### src/rtl/pcie_tlp_tx.sv
// Transmit-side TLP formatter: arbitrates CplD / MWr / MRd requests and
// drives the 64-bit AXI-stream TX port of the 7-series PCIe core.
module pcie_tlp_tx #(
    parameter bit FORCE_64BIT_ADDR = 1'b0
) (
    input  logic        clock,
    input  logic        reset,
    input  logic [15:0] pcie_id,

    input  logic        read_completion_valid,
    input  logic [23:0] read_completion_rid_tag,
    input  logic [3:0]  read_completion_lower_addr,
    input  logic [63:0] read_completion_data,
    output logic        read_completion_ready,

    input  logic        write_request_valid,
    input  logic [63:0] write_request_address,
    input  logic [63:0] write_request_data,
    output logic        write_request_ready,

    input  logic        read_request_valid,
    input  logic [63:0] read_request_address,
    input  logic [7:0]  read_request_tag,
    output logic        read_request_ready,

    input  logic        axis_tx_tready,
    output logic [63:0] axis_tx_tdata,
    output logic        axis_tx_1dw,
    output logic        axis_tx_tlast,
    output logic        axis_tx_tvalid
);

    typedef enum logic [2:0] {IDLE, B0, B1, B2, DONE} state_t;
    typedef enum logic [1:0] {SRC_NONE, SRC_CPL, SRC_WR, SRC_RD} src_t;

    state_t state, state_next;
    src_t   src, src_next, win, sel;

    logic [63:0] beat0, beat1, beat2;
    logic        two_beats, end_1dw;

    logic [63:0] tdata_next;
    logic        tvalid_next, tlast_next, one_dw_next;
    logic        xfer;

    function automatic logic [31:0] bswap(input logic [31:0] x);
        return {x[7:0], x[15:8], x[23:16], x[31:24]};
    endfunction

    // Header and payload DWs for each source
    logic [31:0] cpl_dw1, cpl_dw2, cpl_d0, cpl_d1;
    logic [31:0] wr_dw1, wr_hi, wr_lo, wr_d0, wr_d1;
    logic [31:0] rd_dw1, rd_hi, rd_lo;
    logic        wr_64, rd_64;

    assign cpl_dw1 = {pcie_id, 3'b000, 1'b0, 12'd8};
    assign cpl_dw2 = {read_completion_rid_tag, 1'b0,
                      read_completion_lower_addr, 3'b000};
    assign cpl_d0  = bswap(read_completion_data[31:0]);
    assign cpl_d1  = bswap(read_completion_data[63:32]);

    assign wr_dw1 = {pcie_id, 8'h00, 8'hFF};
    assign wr_hi  = write_request_address[63:32];
    assign wr_lo  = write_request_address[31:0] & 32'hFFFF_FFFC;
    assign wr_d0  = bswap(write_request_data[31:0]);
    assign wr_d1  = bswap(write_request_data[63:32]);
    assign wr_64  = FORCE_64BIT_ADDR || (wr_hi != 32'h0);

    assign rd_dw1 = {pcie_id, read_request_tag, 8'hFF};
    assign rd_hi  = read_request_address[63:32];
    assign rd_lo  = read_request_address[31:0] & 32'hFFFF_FFFC;
    assign rd_64  = FORCE_64BIT_ADDR || (rd_hi != 32'h0);

    always_comb begin
        win = SRC_NONE;
        if (read_completion_valid)
            win = SRC_CPL;
        else if (write_request_valid)
            win = SRC_WR;
        else if (read_request_valid)
            win = SRC_RD;
    end

    assign sel = (state == IDLE) ? win : src;

    // Beat packing for the selected source
    always_comb begin
        beat0     = 64'h0;
        beat1     = 64'h0;
        beat2     = 64'h0;
        two_beats = 1'b0;
        end_1dw   = 1'b0;
        case (sel)
            SRC_CPL: begin
                beat0   = {cpl_dw1, 32'h4A00_0002};
                beat1   = {cpl_d0, cpl_dw2};
                beat2   = {32'h0, cpl_d1};
                end_1dw = 1'b1;
            end
            SRC_WR: begin
                if (wr_64) begin
                    beat0 = {wr_dw1, 32'h6000_0002};
                    beat1 = {wr_lo, wr_hi};
                    beat2 = {wr_d1, wr_d0};
                end else begin
                    beat0   = {wr_dw1, 32'h4000_0002};
                    beat1   = {wr_d0, wr_lo};
                    beat2   = {32'h0, wr_d1};
                    end_1dw = 1'b1;
                end
            end
            SRC_RD: begin
                two_beats = 1'b1;
                if (rd_64) begin
                    beat0 = {rd_dw1, 32'h2000_0002};
                    beat1 = {rd_lo, rd_hi};
                end else begin
                    beat0   = {rd_dw1, 32'h0000_0002};
                    beat1   = {32'h0, rd_lo};
                    end_1dw = 1'b1;
                end
            end
            default: ;
        endcase
    end

    assign xfer = axis_tx_tvalid && axis_tx_tready;

    always_comb begin
        state_next  = state;
        src_next    = src;
        tdata_next  = axis_tx_tdata;
        tvalid_next = axis_tx_tvalid;
        tlast_next  = axis_tx_tlast;
        one_dw_next = axis_tx_1dw;
        unique case (state)
            IDLE: begin
                if (win != SRC_NONE) begin
                    src_next    = win;
                    tdata_next  = beat0;
                    tvalid_next = 1'b1;
                    tlast_next  = 1'b0;
                    one_dw_next = 1'b0;
                    state_next  = B0;
                end
            end
            B0: begin
                if (xfer) begin
                    tdata_next  = beat1;
                    tlast_next  = two_beats;
                    one_dw_next = two_beats && end_1dw;
                    state_next  = B1;
                end
            end
            B1: begin
                if (xfer) begin
                    if (axis_tx_tlast) begin
                        tdata_next  = 64'h0;
                        tvalid_next = 1'b0;
                        tlast_next  = 1'b0;
                        one_dw_next = 1'b0;
                        state_next  = DONE;
                    end else begin
                        tdata_next  = beat2;
                        tlast_next  = 1'b1;
                        one_dw_next = end_1dw;
                        state_next  = B2;
                    end
                end
            end
            B2: begin
                if (xfer) begin
                    tdata_next  = 64'h0;
                    tvalid_next = 1'b0;
                    tlast_next  = 1'b0;
                    one_dw_next = 1'b0;
                    state_next  = DONE;
                end
            end
            DONE: begin
                src_next   = SRC_NONE;
                state_next = IDLE;
            end
            default: state_next = IDLE;
        endcase
    end

    always_ff @(posedge clock) begin
        if (reset) begin
            state          <= IDLE;
            src            <= SRC_NONE;
            axis_tx_tdata  <= 64'h0;
            axis_tx_tvalid <= 1'b0;
            axis_tx_tlast  <= 1'b0;
            axis_tx_1dw    <= 1'b0;
        end else begin
            state          <= state_next;
            src            <= src_next;
            axis_tx_tdata  <= tdata_next;
            axis_tx_tvalid <= tvalid_next;
            axis_tx_tlast  <= tlast_next;
            axis_tx_1dw    <= one_dw_next;
        end
    end

    assign read_completion_ready = (state == DONE) && (src == SRC_CPL);
    assign write_request_ready   = (state == DONE) && (src == SRC_WR);
    assign read_request_ready    = (state == DONE) && (src == SRC_RD);

endmodule

### config.mk
export PLATFORM = sky130hd
export DESIGN_NAME = pcie_tlp_tx
export DESIGN_NICKNAME = d
export VERILOG_FILES = /design/src/rtl/pcie_tlp_tx.sv
export SDC_FILE = /design/constraint.sdc
export NUM_CORES = 1
export LEC_CHECK = 0
export ABC_AREA = 1
export BUFFER_PORTS_ARGS = -buffer_cell sky130_fd_sc_hd__buf_2
export CORE_ASPECT_RATIO = 0.7
export CORE_MARGIN = 10
export CORE_UTILIZATION = 35
export DETAILED_ROUTE_END_ITERATION = 6
export GPL_TIMING_DRIVEN = 1
export PLACE_DENSITY = 0.65
export SYNTH_ARGS = -nofsm -noshare
export SYNTH_HDL_FRONTEND = slang
export SYNTH_SLANG_ARGS = --single-unit
### constraint.sdc
create_clock -name clock -period 3.7 [get_ports clock]
set_input_delay 0.74 -clock clock [delete_from_list [all_inputs] [get_ports clock]]
set_output_delay 0.74 -clock clock [all_outputs]
set_load 0.05 [all_outputs]
## Yosys cells after proc, flatten, opt, wreduce, memory -nomap -nowiden

Index checks and enable logic that the tools add are counted.

- Output and inout port bits: 70
- Bits in registers: 72

- Mux-type cells: 44
- Eq/ne operators: 15
- Reductions and logical operators: 16

Operators with widths:

| operator | number |
|---|---|
| $mux 64 | 8 |
| $pmux 64 s3 | 2 |
| $pmux 64 s4 | 1 |
| $pmux 64 s2 | 1 |
| $reduce_bool 32->1 | 2 |
| $mux 30 | 2 |
| $mux 3 | 5 |
| $mux 1 | 14 |
| $pmux 3 s4 | 1 |
| $mux 2 | 5 |
| $reduce_and 5->1 | 2 |
| $eq 2x2->1 const B | 4 |
| $ne 2x2->1 const B | 4 |
| $pmux 1 s4 | 2 |
| $eq 3x2->1 const B | 2 |
| $pmux 1 s3 | 2 |
| $logic_and 1x1->1 | 5 |
| $eq 2x1->1 const B | 2 |
| $pmux 2 s2 | 1 |
| $reduce_and 4->1 | 1 |
| $reduce_bool 2->1 | 2 |
| $reduce_bool 4->1 | 1 |
| $eq 3x1->1 const B | 1 |
| $eq 3x3->1 const B | 1 |
| 4 further kinds | 4 |

## Logic depth before layout (Yosys ltp)

Gate-level depths: netlist (run 1).

- Depth after elaboration: 9
- Depth in mapped cells: 18

## Worst setup path before layout (run 1)

OpenSTA, ideal clock, no wires.

- Path type: input-to-reg
- Start point: input port read_request_valid
- End point: register axis_tx_tdata[59]
- Data required time: 3.591 ns
- Library setup time: 0.109 ns
- Slack: 1.067 ns
- Buffers on the path: 2
- Arrival: 2.524 ns
- Cell stages on the path: 16
- Path through: nor2_1 > nor2_1 > inv_1 > nor2_1 > a21oi_1 > inv_1 > ha_1 > clkbuf_1 > nor3_1 > nor2_2 > buf_2 > nand2_1 > nand2_1 > nand3b_1 > nand2_1 > inv_1

- Cells in the longest elaborated chain, start to end: 9

RTL lines:

| item | line | RTL |
|---|---|---|
| start, declared | 21 | `input logic read_request_valid,` |
| $mux 2 (*) | 80 | `else if (read_request_valid)` |
| $mux 2 (*) | 78 | `else if (write_request_valid)` |
| $mux 2 (*) | 76 | `if (read_completion_valid)` |
| $mux 2 | 84 | `assign sel = (state == IDLE) ? win : src;` |
| $eq 2x2->1 / $eq 2x1->1 (equally long branches) | 93 | `case (sel)` |
| $pmux 64 s2 | 93 |  |
| $mux 64 | 157 | `if (axis_tx_tlast) begin` |
| $mux 64 | 156 | `if (xfer) begin` |
| $pmux 64 s4 | 136 | `unique case (state)` |
| end signal, assigned | 199 | `axis_tx_tdata <= tdata_next;` |
| end, declared | 27 | `output logic [63:0] axis_tx_tdata,` |

Every way passes the cells marked *; elsewhere a longest branch is shown, timed or not. The select of a mux whose other input is x is not followed.
A chain may end at the register's enable or synchronous reset.

## Worst setup path in the final report (run 1)

- Start point: input port read_request_valid
- End point: register axis_tx_tdata[40]

Same word-level chain as after synthesis.

==> results of run 1 <==
## per-layer routing
metal / vias up / routed length, um / share of wire [%]
li1: 4940 / - / -
met1: 4432 / 16100 / 41
met2: 513 / 17600 / 45
met3: 52 / 4360 / 11
met4: 4 / 946 / 2.4
met5: - / 29 / 0.074
## cell usage in the layout (no fill, tap or decap), types with 3 or more instances in the layout
| cell | count |
|---|---|
| a21oi_1 | 71 |
| or2_2 | 3 |
| o21ai_1 | 6 |
| o21bai_1 | 7 |
| nand2_1 | 730 |
| inv_1 | 146 |
| buf_2 | 379 |
| nand3b_1 | 10 |
| nor3_1 | 7 |
| buf_4 | 25 |
| clkinv_2 | 3 |
| nor2_2 | 5 |
| dfxtp_1 | 72 |
| nand3_1 | 85 |
| nor2_1 | 78 |
| nor2_4 | 5 |
| clkbuf_16 | 9 |
| diode_2 | 6 |
| inv_2 | 9 |
| o21ai_0 | 40 |
| nand4_1 | 19 |
## cells by family (layout without fill, tap and decap cells)
kind of cell	after synthesis	in the layout	share of synthesized area (%)
compound gates	134	134	10.2
buf+inv	230	577	13.8
fa+ha+maj	5	5	0.891
simple gates	947	947	54.7
other cells	0	6	0
flops	72	72	20.5
## flip-flops by register name, summed over array words and instances, names as in the netlist
| register | flops |
|---|---|
| axis_tx_tdata | 64 |
| axis_tx_1dw | 1 |
| axis_tx_tvalid | 1 |
| state | 3 |
| src | 2 |
| axis_tx_tlast | 1 |
## cell type report
type                            count  area [um2]
Clock buffer                       10         229
Timing Repair Buffer              406        2120
Tap cell                          270         338
Inverter                          156         587
Sequential cell                    72        1440
Antenna cell                        6        15.0
Multi-Input combinational cell   1086        4650
Clock inverter                      5        35.0
Fill cell                        2259       10300
## critical path, delay by kind of cell
kind,cells,cell delay [ns]
and+or+nand+nor,6,0.85
buffers and inverters,4,0.68
AOI/OAI and AO/OA,2,0.62
adders and majority gates,1,0.40
## power groups by stage
| stage | registers (W) | logic, W | clock network [W] |
|---|---|---|---|
| final | 0.00114 | 0.00423 | 0.000816 |
| after global routing | 0.00116 | 0.00462 | 0.000861 |
| after CTS | 0.00113 | 0.00421 | 0.000833 |
| after detailed placement | 0.00115 | 0.00419 | 0 |
| after global placement | 0.00114 | 0.00418 | 0 |
| after floorplan | 0.00183 | 0.00216 | 0 |
## worst max-delay path by stage
| stage | end | from |
|---|---|---|
| global placement | axis_tx_tdata[40]$_SDFFE_PP0P_ | read_request_valid |
| CTS | axis_tx_tdata[35]$_SDFFE_PP0P_ | read_request_valid |
| detailed placement | axis_tx_tdata[25]$_SDFFE_PP0P_ | read_request_valid |
| finish | axis_tx_tdata[40]$_SDFFE_PP0P_ | read_request_valid |
| floorplan | axis_tx_tdata[59]$_SDFFE_PP0P_ | read_request_valid |
| global route | axis_tx_tdata[15]$_SDFFE_PP0P_ | read_request_valid |
## metrics by stage
| stage | area, um2 | utilization [%] | setup slack [ns] | cells | hold WS [ns] |
|---|---|---|---|---|---|
| after floorplan | 7020 | - | 1.07 | 1388 | 0.507 |
| after global placement | 9140 | 46.3 | 0.345 | 1990 | 0.450 |
| after detailed placement | 9140 | 46.3 | 0.362 | 1990 | 0.453 |
| after CTS | 9410 | 47.6 | 0.711 | 2005 | 0.463 |
| after global routing | 9420 | 47.7 | 0.488 | 2009 | 0.476 |
| final | 9420 | 47.7 | 0.685 | 2011 | 0.461 |
==> results.yml, run 1 <==
status:
  status: "finished clean"
sta:
  setup_viol: 0
  clock_skew_ns: 0.0107
  period_needed_ns: 3.02
  worstMarginPinSlew_ns: 0.948
  finalSetupTns_ns: 0
  fmax_ghz: 0.332
  slew_viol_final: 0
  finalHoldViolations: 0
  grt_setup_unrepaired: "false"
  max_slew_margin_pct: 36.7
  timing.final.crit_share_pct: 81.5
routing:
  drt_iter0_drc: 932
  drc: 0
  drtPass1Iterations: 6
  wl_um: 39000
  viasPerCell: 4.94
  vias: 9941
  wl_per_cell_um: 19.4
  final_antenna_net_count: 0
synthesis:
  yosysSeqAreaShare_pct: 20.5
  post-synth-top-count-cell: "nand2_1"
  synth_warnings: 0
  synth.top_cells.by_count: "nand2_1 (730), inv_1 (146), nand3_1 (85)"
  async_flop_share_pct: 0
  syn_avg_cell_area_um2: 5.06
  synth_flop_cell: "dfxtp_1"
  synth_top_area_cell: "nand2_1"
  syn_inst: 1388
  synth_cell_type_count: 35
  yosys-top-cells-area: "nand2_1 (39%), dfxtp_1 (21%), inv_1 (7.8%)"
  ys_seq_elements: 72
  synth_nets: 1707
  syn-cell-area_um2: 7020
  synth_top_area_share_pct: 39.0
  synth_edf_count: 0
critical_path:
  critPathRequiredTime_ns: 3.99
  path_cells: "buf_2 -> a21oi_1 -> nor2_1 -> a21oi_1 -> ha_2 -> nor2_8 -> nand2_4 -> inv_2 -> buf_12 -> nand2_1 -> nand3_1 -> nand3_1 -> inv_1"
  arrival_ns: 3.30
  startpoint_type: "primary input"
  crit_slowest_cell: "ha_2"
  reg2reg_depth: 14
  r2r_slack_ns: 0.80
  end_kind: "flop"
  r2r-start: "state[2]$_SDFFE_PP0P_"
  cp_max_fo: 21
  r2r-end: "axis_tx_tdata[56]$_SDFFE_PP0P_"
  criticalPathCategory: "primary input to flop"
  cp_slowest_stage_delay_ns: 0.40
floorplan:
  start_util_pct: 35.6
  die-area_um2: 26200
  io_pins: 384
  num_rows: 43
  die_w_um: 189
  core-area_um2: 19700
  die_h_um: 139
global_route:
  grt_max_degree: 58
  grt_util_met2_pct: 45.5
  grt_pass1_wl_um: 58300
  use_met3_pct: 9.27
  grtUsageTotal_pct: 28.4
  gr-max-usage-layer: "met2"
  grt_pass1_vias: 9818
  antenna_found_initial: 8
  grt.met1_usage_pct: 35.2
  grt_overflow: 0
worst_hold_path:
  hp-start: "axis_tx_tdata[18]$_SDFFE_PP0P_"
  min_path_cells: 2
  hp-class: "flop to flop"
  hold_end: "axis_tx_tdata[18]$_SDFFE_PP0P_"
placed_design:
  gp_congestion: 0.922
  hpwl_um: 30700
  io_buffers: 379
pwr:
  p_int_w: 0.00263
  vdd_ir_drop_max_mv: 0.345
  power.leakage_nw: 5.38
  p_total_w: 0.00618
  seqPwrFrac_pct: 18.4
  swShare_pct: 57.4
  powerDensity_nw_per_um2: 656
  pwr-share-clk_pct: 13.2
  netSwitchingPower_w: 0.00355
  p_comb_share_pct: 68.4
final_layout:
  area_growth_pct: 34.2
  finalNetCount: 2050
  layout-drive-gt1-share_pct: 26.1
clocking:
  cts_buffer_depth: 2
  clk_latency_ns: 0.34
  h-tree-depth: 3
  cts.sinks: 72
  cts-resized-gates: 0
  root_buffer: "clkbuf_16"
  hold_buffers: 0
  cts.reportedPaths.clkPinSlew_ns: 0.06
  cts_made_buffers: 9
  post_cts_buffers: 0
  cts_tree: "built"
job:
  drv_cap: 0
No activity file was read; power rests on OpenSTA's default activity.
==> run 2: changes to the inputs <==
--- a/config.mk
+++ b/config.mk
@@ -5,14 +5,14 @@
 export SDC_FILE = /design/constraint.sdc
 export NUM_CORES = 1
 export LEC_CHECK = 0
-export ABC_AREA = 1
+export ABC_AREA = 0
 export BUFFER_PORTS_ARGS = -buffer_cell sky130_fd_sc_hd__buf_2
 export CORE_ASPECT_RATIO = 0.7
 export CORE_MARGIN = 10
 export CORE_UTILIZATION = 35
 export DETAILED_ROUTE_END_ITERATION = 6
 export GPL_TIMING_DRIVEN = 1
-export PLACE_DENSITY = 0.65
+export PLACE_DENSITY = 0.73
 export SYNTH_ARGS = -nofsm -noshare
 export SYNTH_HDL_FRONTEND = slang
 export SYNTH_SLANG_ARGS = --single-unit
==> constraint.sdc (replaced) <==
create_clock -name clock -period 2.7 [get_ports clock]
set_input_delay 0.54 -clock clock [delete_from_list [all_inputs] [get_ports clock]]
set_output_delay 0.54 -clock clock [all_outputs]
set_load 0.05 [all_outputs]
==> run 2 against run 1 <==
  * Global-route usage up 1.7 points
  * Power is 36% lower
  * Wire length down 11%
  * Core utilization up 7.9 points
  * Critical path depth down 2
  * Clock skew about the same
  * Synthesized cell count is 53% lower
  * Die area decreased by 19%
  * Count of clock-buffer cells in the layout shrank 1
==> results.yml, run 2 <==
synthesis:
  synthAdderAreaFrac_pct: 1.14
  synth.top_cells.by_count: "dfxtp_1 (72), a22oi_1 (59), nand2_1 (59)"
  synthMuxAreaShare_pct: 8.01
  synthSimpleGateAreaFrac_pct: 15.1
  post-synth-top-count-cell: "dfxtp_1"
  yosys-top-cells-area: "dfxtp_1 (26%), a22oi_1 (8.1%), mux2_2 (7.8%)"
  synth_edf_count: 0
  synth_compound_area_share_pct: 43.4
  synth_cell_type_count: 50
  synth_nets: 978
  yosysSeqAreaShare_pct: 26.3
  async_flop_share_pct: 0
  synth_warnings: 0
  syn_avg_cell_area_um2: 8.30
  syn_inst: 659
  synth_flop_cell: "dfxtp_1"
  synth_top_family_by_area: "compound AO/OA/AOI/OAI gates"
  synth-xor-area-share_pct: 0
  ys_seq_elements: 72
  synth_top_area_share_pct: 26.3
  synth_top_area_cell: "dfxtp_1"
  syn-cell-area_um2: 5470
sta:
  slew_viol_final: 0
  grt_setup_unrepaired: "true"
  fin_ws_ns: 0.0930
  period_needed_ns: 2.61
  max_slew_margin_pct: 62.3
  timing.final.crit_share_pct: 96.6
  clock_skew_ns: 0.0103
  finalHoldViolations: 0
  fmax_ghz: 0.384
  setup_viol: 0
  worstMarginPinSlew_ns: 0.561
routing:
  drt_iter0_drc: 1385
  viasPerCell: 6.33
  vias: 8074
  drtPass1Iterations: 6
  wl_um: 34800
  final_antenna_net_count: 0
  wl_per_cell_um: 27.3
  drc: 0
job:
  drv_cap: 0
placed_design:
  hpwl_um: 27400
  gp_congestion: 0.999
  io_buffers: 379
  place_inst: 1249
  dp_slack_ns: -0.491
critical_path:
  r2r-end: "axis_tx_tdata[63]$_SDFFE_PP0P_"
  crit_family: "simple AND/OR/NAND/NOR gates"
  crit_cells: 11
  arrival_ns: 2.85
  r2r_slack_ns: 0.09
  end_kind: "flop"
  critPathLaunch: "state[2]$_SDFFE_PP0P_"
  cp_max_fo: 10
  crit_slowest_cell: "or3_4"
  startpoint_type: "flop"
  r2r-start: "state[2]$_SDFFE_PP0P_"
  cp_slowest_stage_delay_ns: 0.42
  path_cells: "or3_4 -> nor3_2 -> a21oi_2 -> inv_1 -> ha_2 -> nor4_4 -> nand2_2 -> buf_4 -> nor2_4 -> a221oi_1 -> a211oi_1"
  endpoint: "axis_tx_tdata[63]$_SDFFE_PP0P_"
  critPathRequiredTime_ns: 2.95
  reg2reg_depth: 11
  criticalPathCategory: "flop to flop"
  crit_buf_inv: 2
pwr:
  vdd_ir_drop_max_mv: 0.240
  seqPwrFrac_pct: 29.7
  powerDensity_nw_per_um2: 464
  pwr-share-clk_pct: 31.2
  power.leakage_nw: 3.86
  swShare_pct: 38.1
  netSwitchingPower_w: 0.00152
  p_int_w: 0.00246
  p_comb_share_pct: 39.1
final_layout:
  layout-drive-gt1-share_pct: 52.4
  max_flop_register: "axis_tx_tdata"
  largest_reg_flops: 64
  area_growth_pct: 56.5
  multi_input_area_um2: 3820
  finalNetCount: 1388
  layout_commonest_cell: "buf_2"
  nFillCells: 1512
  fin_cells: 1276
  largestRegisters: "axis_tx_tdata x64, state x3, src x2"
  seqCellArea_um2: 1440
  fin_util_pct: 55.6
  mostFrequentLayoutCells: "buf_2 (379), dfxtp_1 (72), buf_4 (69), a22oi_1 (59), nand2_1 (57)"
clocking:
  cts.sinks: 72
  cts_buffer_depth: 2
  clk_latency_ns: 0.33
  cts_tree: "built"
  h-tree-depth: 3
  cts.reportedPaths.clkPinSlew_ns: 0.07
  root_buffer: "clkbuf_16"
  hold_buffers: 0
  cts_made_buffers: 9
global_route:
  antenna_found_initial: 4
  grt_max_degree: 42
  grt_overflow: 0
  grt_pass1_wl_um: 49900
  grtUsageTotal_pct: 30.1
  grt_pass1_vias: 8035
floorplan:
  start_util_pct: 35.5
  die-area_um2: 21100
  die_w_um: 169
  core-area_um2: 15400
  io_pins: 384
  num_rows: 38
  die_h_um: 125
status:
  status: "finished clean"
worst_hold_path:
  hp-class: "primary input to flop"
[run 2: metal layers]
layer  track usage [%]  up-vias  part of all wire, %
met5                 0        -                0.060
met4              6.73        4                  2.1
met3              9.68       67                   13
met2              49.6      685                   47
met1              37.4     3792                   38
li1                  -     3526                    -
[run 2: stage by stage]
stage	hold WS [ns]	power, W	instance area (um2)	setup TNS, ns
floorplan	0.473	0.00202	5480	0
global placement	0.442	0.00269	8070	-12.82
detailed placement	0.452	0.00271	8070	-16.08
CTS	0.409	0.00394	8430	-0.0572
global route	0.425	0.00411	8560	-0.174
finish	0.423	0.00398	8560	0
[run 2: kinds of logic after synthesis]
kind of cell             Yosys count
AO/OA/AOI/OAI                    304
AND/OR/NAND/NOR                  164
buffers and inverters             75
flip-flops                        72
multiplexers                      39
adder cells (fa/ha/maj)            5
[run 2: worst min path at each step]
stage,to,cells past startpoint,start,slack (ns)
3_3_place_gp,axis_tx_1dw$_SDFFE_PP0P_,2,axis_tx_1dw$_SDFFE_PP0P_,0.44
6_report,axis_tx_tdata[38]$_SDFFE_PP0P_,3,write_request_data[62],0.42
3_5_place_dp,axis_tx_1dw$_SDFFE_PP0P_,2,axis_tx_1dw$_SDFFE_PP0P_,0.45
5_1_grt,axis_tx_tdata[36]$_SDFFE_PP0P_,3,write_request_data[60],0.43
4_1_cts,axis_tx_tdata[38]$_SDFFE_PP0P_,3,write_request_data[62],0.41
2_1_floorplan,src[0]$_SDFFE_PP0P_,2,src[0]$_SDFFE_PP0P_,0.47
[run 2: cell type report]
type                            instances  area share, %
Clock buffer                            9           2.63
Timing Repair Buffer                  465           31.8
Sequential cell                        72           16.8
Antenna cell                            2         0.0584
Multi-Input combinational cell        513           44.6
Inverter                                8          0.351
Clock inverter                          7          0.818
Tap cell                              200           2.92
[run 2: power groups by stage]
stage / sequential [W] / combinational (W) / clock, W
2_1_floorplan: 0.00143 / 0.000590 / 0
3_3_place_gp: 0.00120 / 0.00149 / 0
3_5_place_dp: 0.00120 / 0.00151 / 0
4_1_cts: 0.00118 / 0.00152 / 0.00125
5_1_grt: 0.00119 / 0.00164 / 0.00129
6_report: 0.00118 / 0.00156 / 0.00124
[run 2: timing repair]
action,4_1_cts,5_1_grt
resized for setup,7,15
cloned,1,1
pin swaps,1,6
setup endpoints to repair,23,65
setup buffers,2,5
[run 2: worst reg2reg max path, cell delays in order, from the launching register on]
cell and delay (ns):
dfxtp_1 0.31, or3_4 0.42, nor3_2 0.18, a21oi_2 0.06, inv_1 0.08, ha_2 0.29, nor4_4 0.19, nand2_2 0.12
buf_4 0.17, nor2_4 0.32, a221oi_1 0.17, a211oi_1 0.20
==> run 3: changes to the inputs <==
==> constraint.sdc (replaced) <==
create_clock -name clock -period 2.7 [get_ports clock]
set_input_delay 0.135 -clock clock [delete_from_list [all_inputs] [get_ports clock]]
set_output_delay 0.135 -clock clock [all_outputs]
set_load 0.05 [all_outputs]
==> run 3 against run 2 <==
  * Die area unchanged
  * Highest routed layer unchanged
  * Critical path type unchanged
  * Wire length down 3.4%
  * Non-clock buffer count down 29
  * Largest power group unchanged
  * Via count down 3.5%
  * Flip-flop and latch count unchanged
  * Sequential share of layout area up 0.55 points
==> results.yml, run 3 (synthesis results as in run 2) <==
placed_design:
  placed_area_um2: 7850
  gp_congestion: 0.948
  place_inst: 1224
  io_buffers: 379
  hpwl_um: 27000
  dp_slack_ns: 0.0209
critical_path:
  crit_buf_inv: 3
  path_cells: "or3_4 -> nor3_4 -> a21oi_4 -> inv_2 -> ha_4 -> nor4_4 -> buf_4 -> nand2_1 -> nor3_4 -> buf_4 -> a222oi_1 -> nand2_1"
  critPathRequiredTime_ns: 2.97
  end_kind: "flop"
  arrival_ns: 2.89
  startpoint_type: "flop"
  cp_slowest_stage_delay_ns: 0.44
  crit_slowest_cell: "or3_4"
  cp_max_fo: 6
  criticalPathCategory: "flop to flop"
  crit_family: "simple AND/OR/NAND/NOR gates"
sta:
  worstMarginPinSlew_ns: 1.30
  finalHoldViolations: 0
  setup_viol: 0
  finalSetupTns_ns: 0
  period_needed_ns: 2.62
  timing.final.crit_share_pct: 97.2
  slew_viol_final: 0
  fin_ws_ns: 0.0769
  fmax_ghz: 0.381
  clock_skew_ns: 0.0113
  max_slew_margin_pct: 13.0
global_route:
  grt_pass1_wl_um: 48600
  grt_max_degree: 44
  grtUsageTotal_pct: 29.4
  grt_pass1_vias: 7779
  antenna_found_initial: 7
  grt_overflow: 0
pwr:
  p_comb_share_pct: 37.6
  netSwitchingPower_w: 0.00150
  power.leakage_nw: 3.69
  vdd_ir_drop_max_mv: 0.247
  swShare_pct: 37.3
  pwr-share-clk_pct: 33.2
  powerDensity_nw_per_um2: 486
  seqPwrFrac_pct: 29.2
  p_total_w: 0.00403
  p_int_w: 0.00253
routing:
  viasPerCell: 6.23
  wl_um: 33700
  final_antenna_net_count: 0
  drt_iter0_drc: 1235
  drtPass1Iterations: 6
  vias: 7792
  wl_per_cell_um: 26.9
  drc: 0
final_layout:
  max_flop_register: "axis_tx_tdata"
  area_growth_pct: 51.6
  layout_commonest_cell: "buf_2"
  largestRegisters: "axis_tx_tdata x64, state x3, src x2"
  fin_cells: 1250
  largest_reg_flops: 64
  nFillCells: 1535
  finalNetCount: 1358
  layout-drive-gt1-share_pct: 50.8
  design_area_um2: 8290
  mostFrequentLayoutCells: "buf_2 (379), dfxtp_1 (72), a22oi_1 (59), nand2_1 (58), a22o_1 (46)"
floorplan:
  num_rows: 38
  start_util_pct: 35.5
  die_w_um: 169
  core-area_um2: 15400
  io_pins: 384
  die_h_um: 125
  die-area_um2: 21100
clocking:
  cts.sinks: 72
  cts_tree: "built"
  root_buffer: "clkbuf_16"
  h-tree-depth: 3
  cts_made_buffers: 9
  clk_latency_ns: 0.34
  cts_buffer_depth: 2
  cts.reportedPaths.clkPinSlew_ns: 0.07
job:
  drv_cap: 0
worst_hold_path:
  hp-class: "primary input to flop"
status:
  status: "finished clean"
## run 3: timing repair
| item | 4_1_cts | 5_1_grt |
|---|---|---|
| hold endpoints to repair | 2 | 0 |
| resized for setup | 2 | 17 |
| pin swaps | 0 | 3 |
| cloned | 0 | 1 |
| buffers inserted | 0 | 1 |
| hold buffers | 2 | 0 |
| endpoints found under the setup margin | 2 | 62 |
## run 3: worst paths after layout
| check | startpoint | end | slack [ns] | cells after the start |
|---|---|---|---|---|
| max | state[2]$_SDFFE_PP0P_ | axis_tx_tdata[17]$_SDFFE_PP0P_ | 0.08 | 12 |
| min | write_request_data[57] | axis_tx_tdata[33]$_SDFFE_PP0P_ | 0.02 | 3 |
| max reg2reg | state[2]$_SDFFE_PP0P_ | axis_tx_tdata[17]$_SDFFE_PP0P_ | 0.08 | 12 |
| min reg2reg | axis_tx_1dw$_SDFFE_PP0P_ | axis_tx_1dw$_SDFFE_PP0P_ | 0.46 | 2 |
## run 3: power groups by stage
| stage | clock network [W] | logic, W | registers (W) |
|---|---|---|---|
| after floorplan | 0 | 0.000590 | 0.00143 |
| after global placement | 0 | 0.00146 | 0.00120 |
| after detailed placement | 0 | 0.00146 | 0.00120 |
| after CTS | 0.00135 | 0.00147 | 0.00118 |
| after global routing | 0.00139 | 0.00160 | 0.00118 |
| final | 0.00134 | 0.00151 | 0.00118 |
## run 3: cell type report
class	count	area [um2]	area share [%]
multi-input cells	512	3810	45.9
repair buffers	436	2430	29.3
flip-flops and latches	72	1440	17.4
well taps	200	250	3.02
clock buffers	9	225	2.72
clock inverters	7	95.1	1.15
inverters	8	30.0	0.362
diodes	6	15.0	0.181
## run 3: worst min-delay path, delay by kind of cell
family,cells,cell delay [ns]
buffers and inverters,1,0.09
AND/OR/NAND/NOR,1,0.04
AO/OA/AOI/OAI,1,0.06
## run 3: per-layer routing
metal / global-route usage, % / up-vias / wire (um)
li1: - / 3483 / -
met5: 0 / - / 27
met4: 8.20 / 4 / 845
met3: 9.17 / 70 / 4260
met1: 36.2 / 3628 / 12700
met2: 48.1 / 607 / 15800
## run 3: stage by stage
stage / util, % / hold slack, ns
after global routing: 53.8 / 0.0250
final: 53.8 / 0.0154
after detailed placement: 50.9 / 0.353
after global placement: 50.9 / 0.353
after floorplan: - / 0.251
after CTS: 53.2 / 0.00640
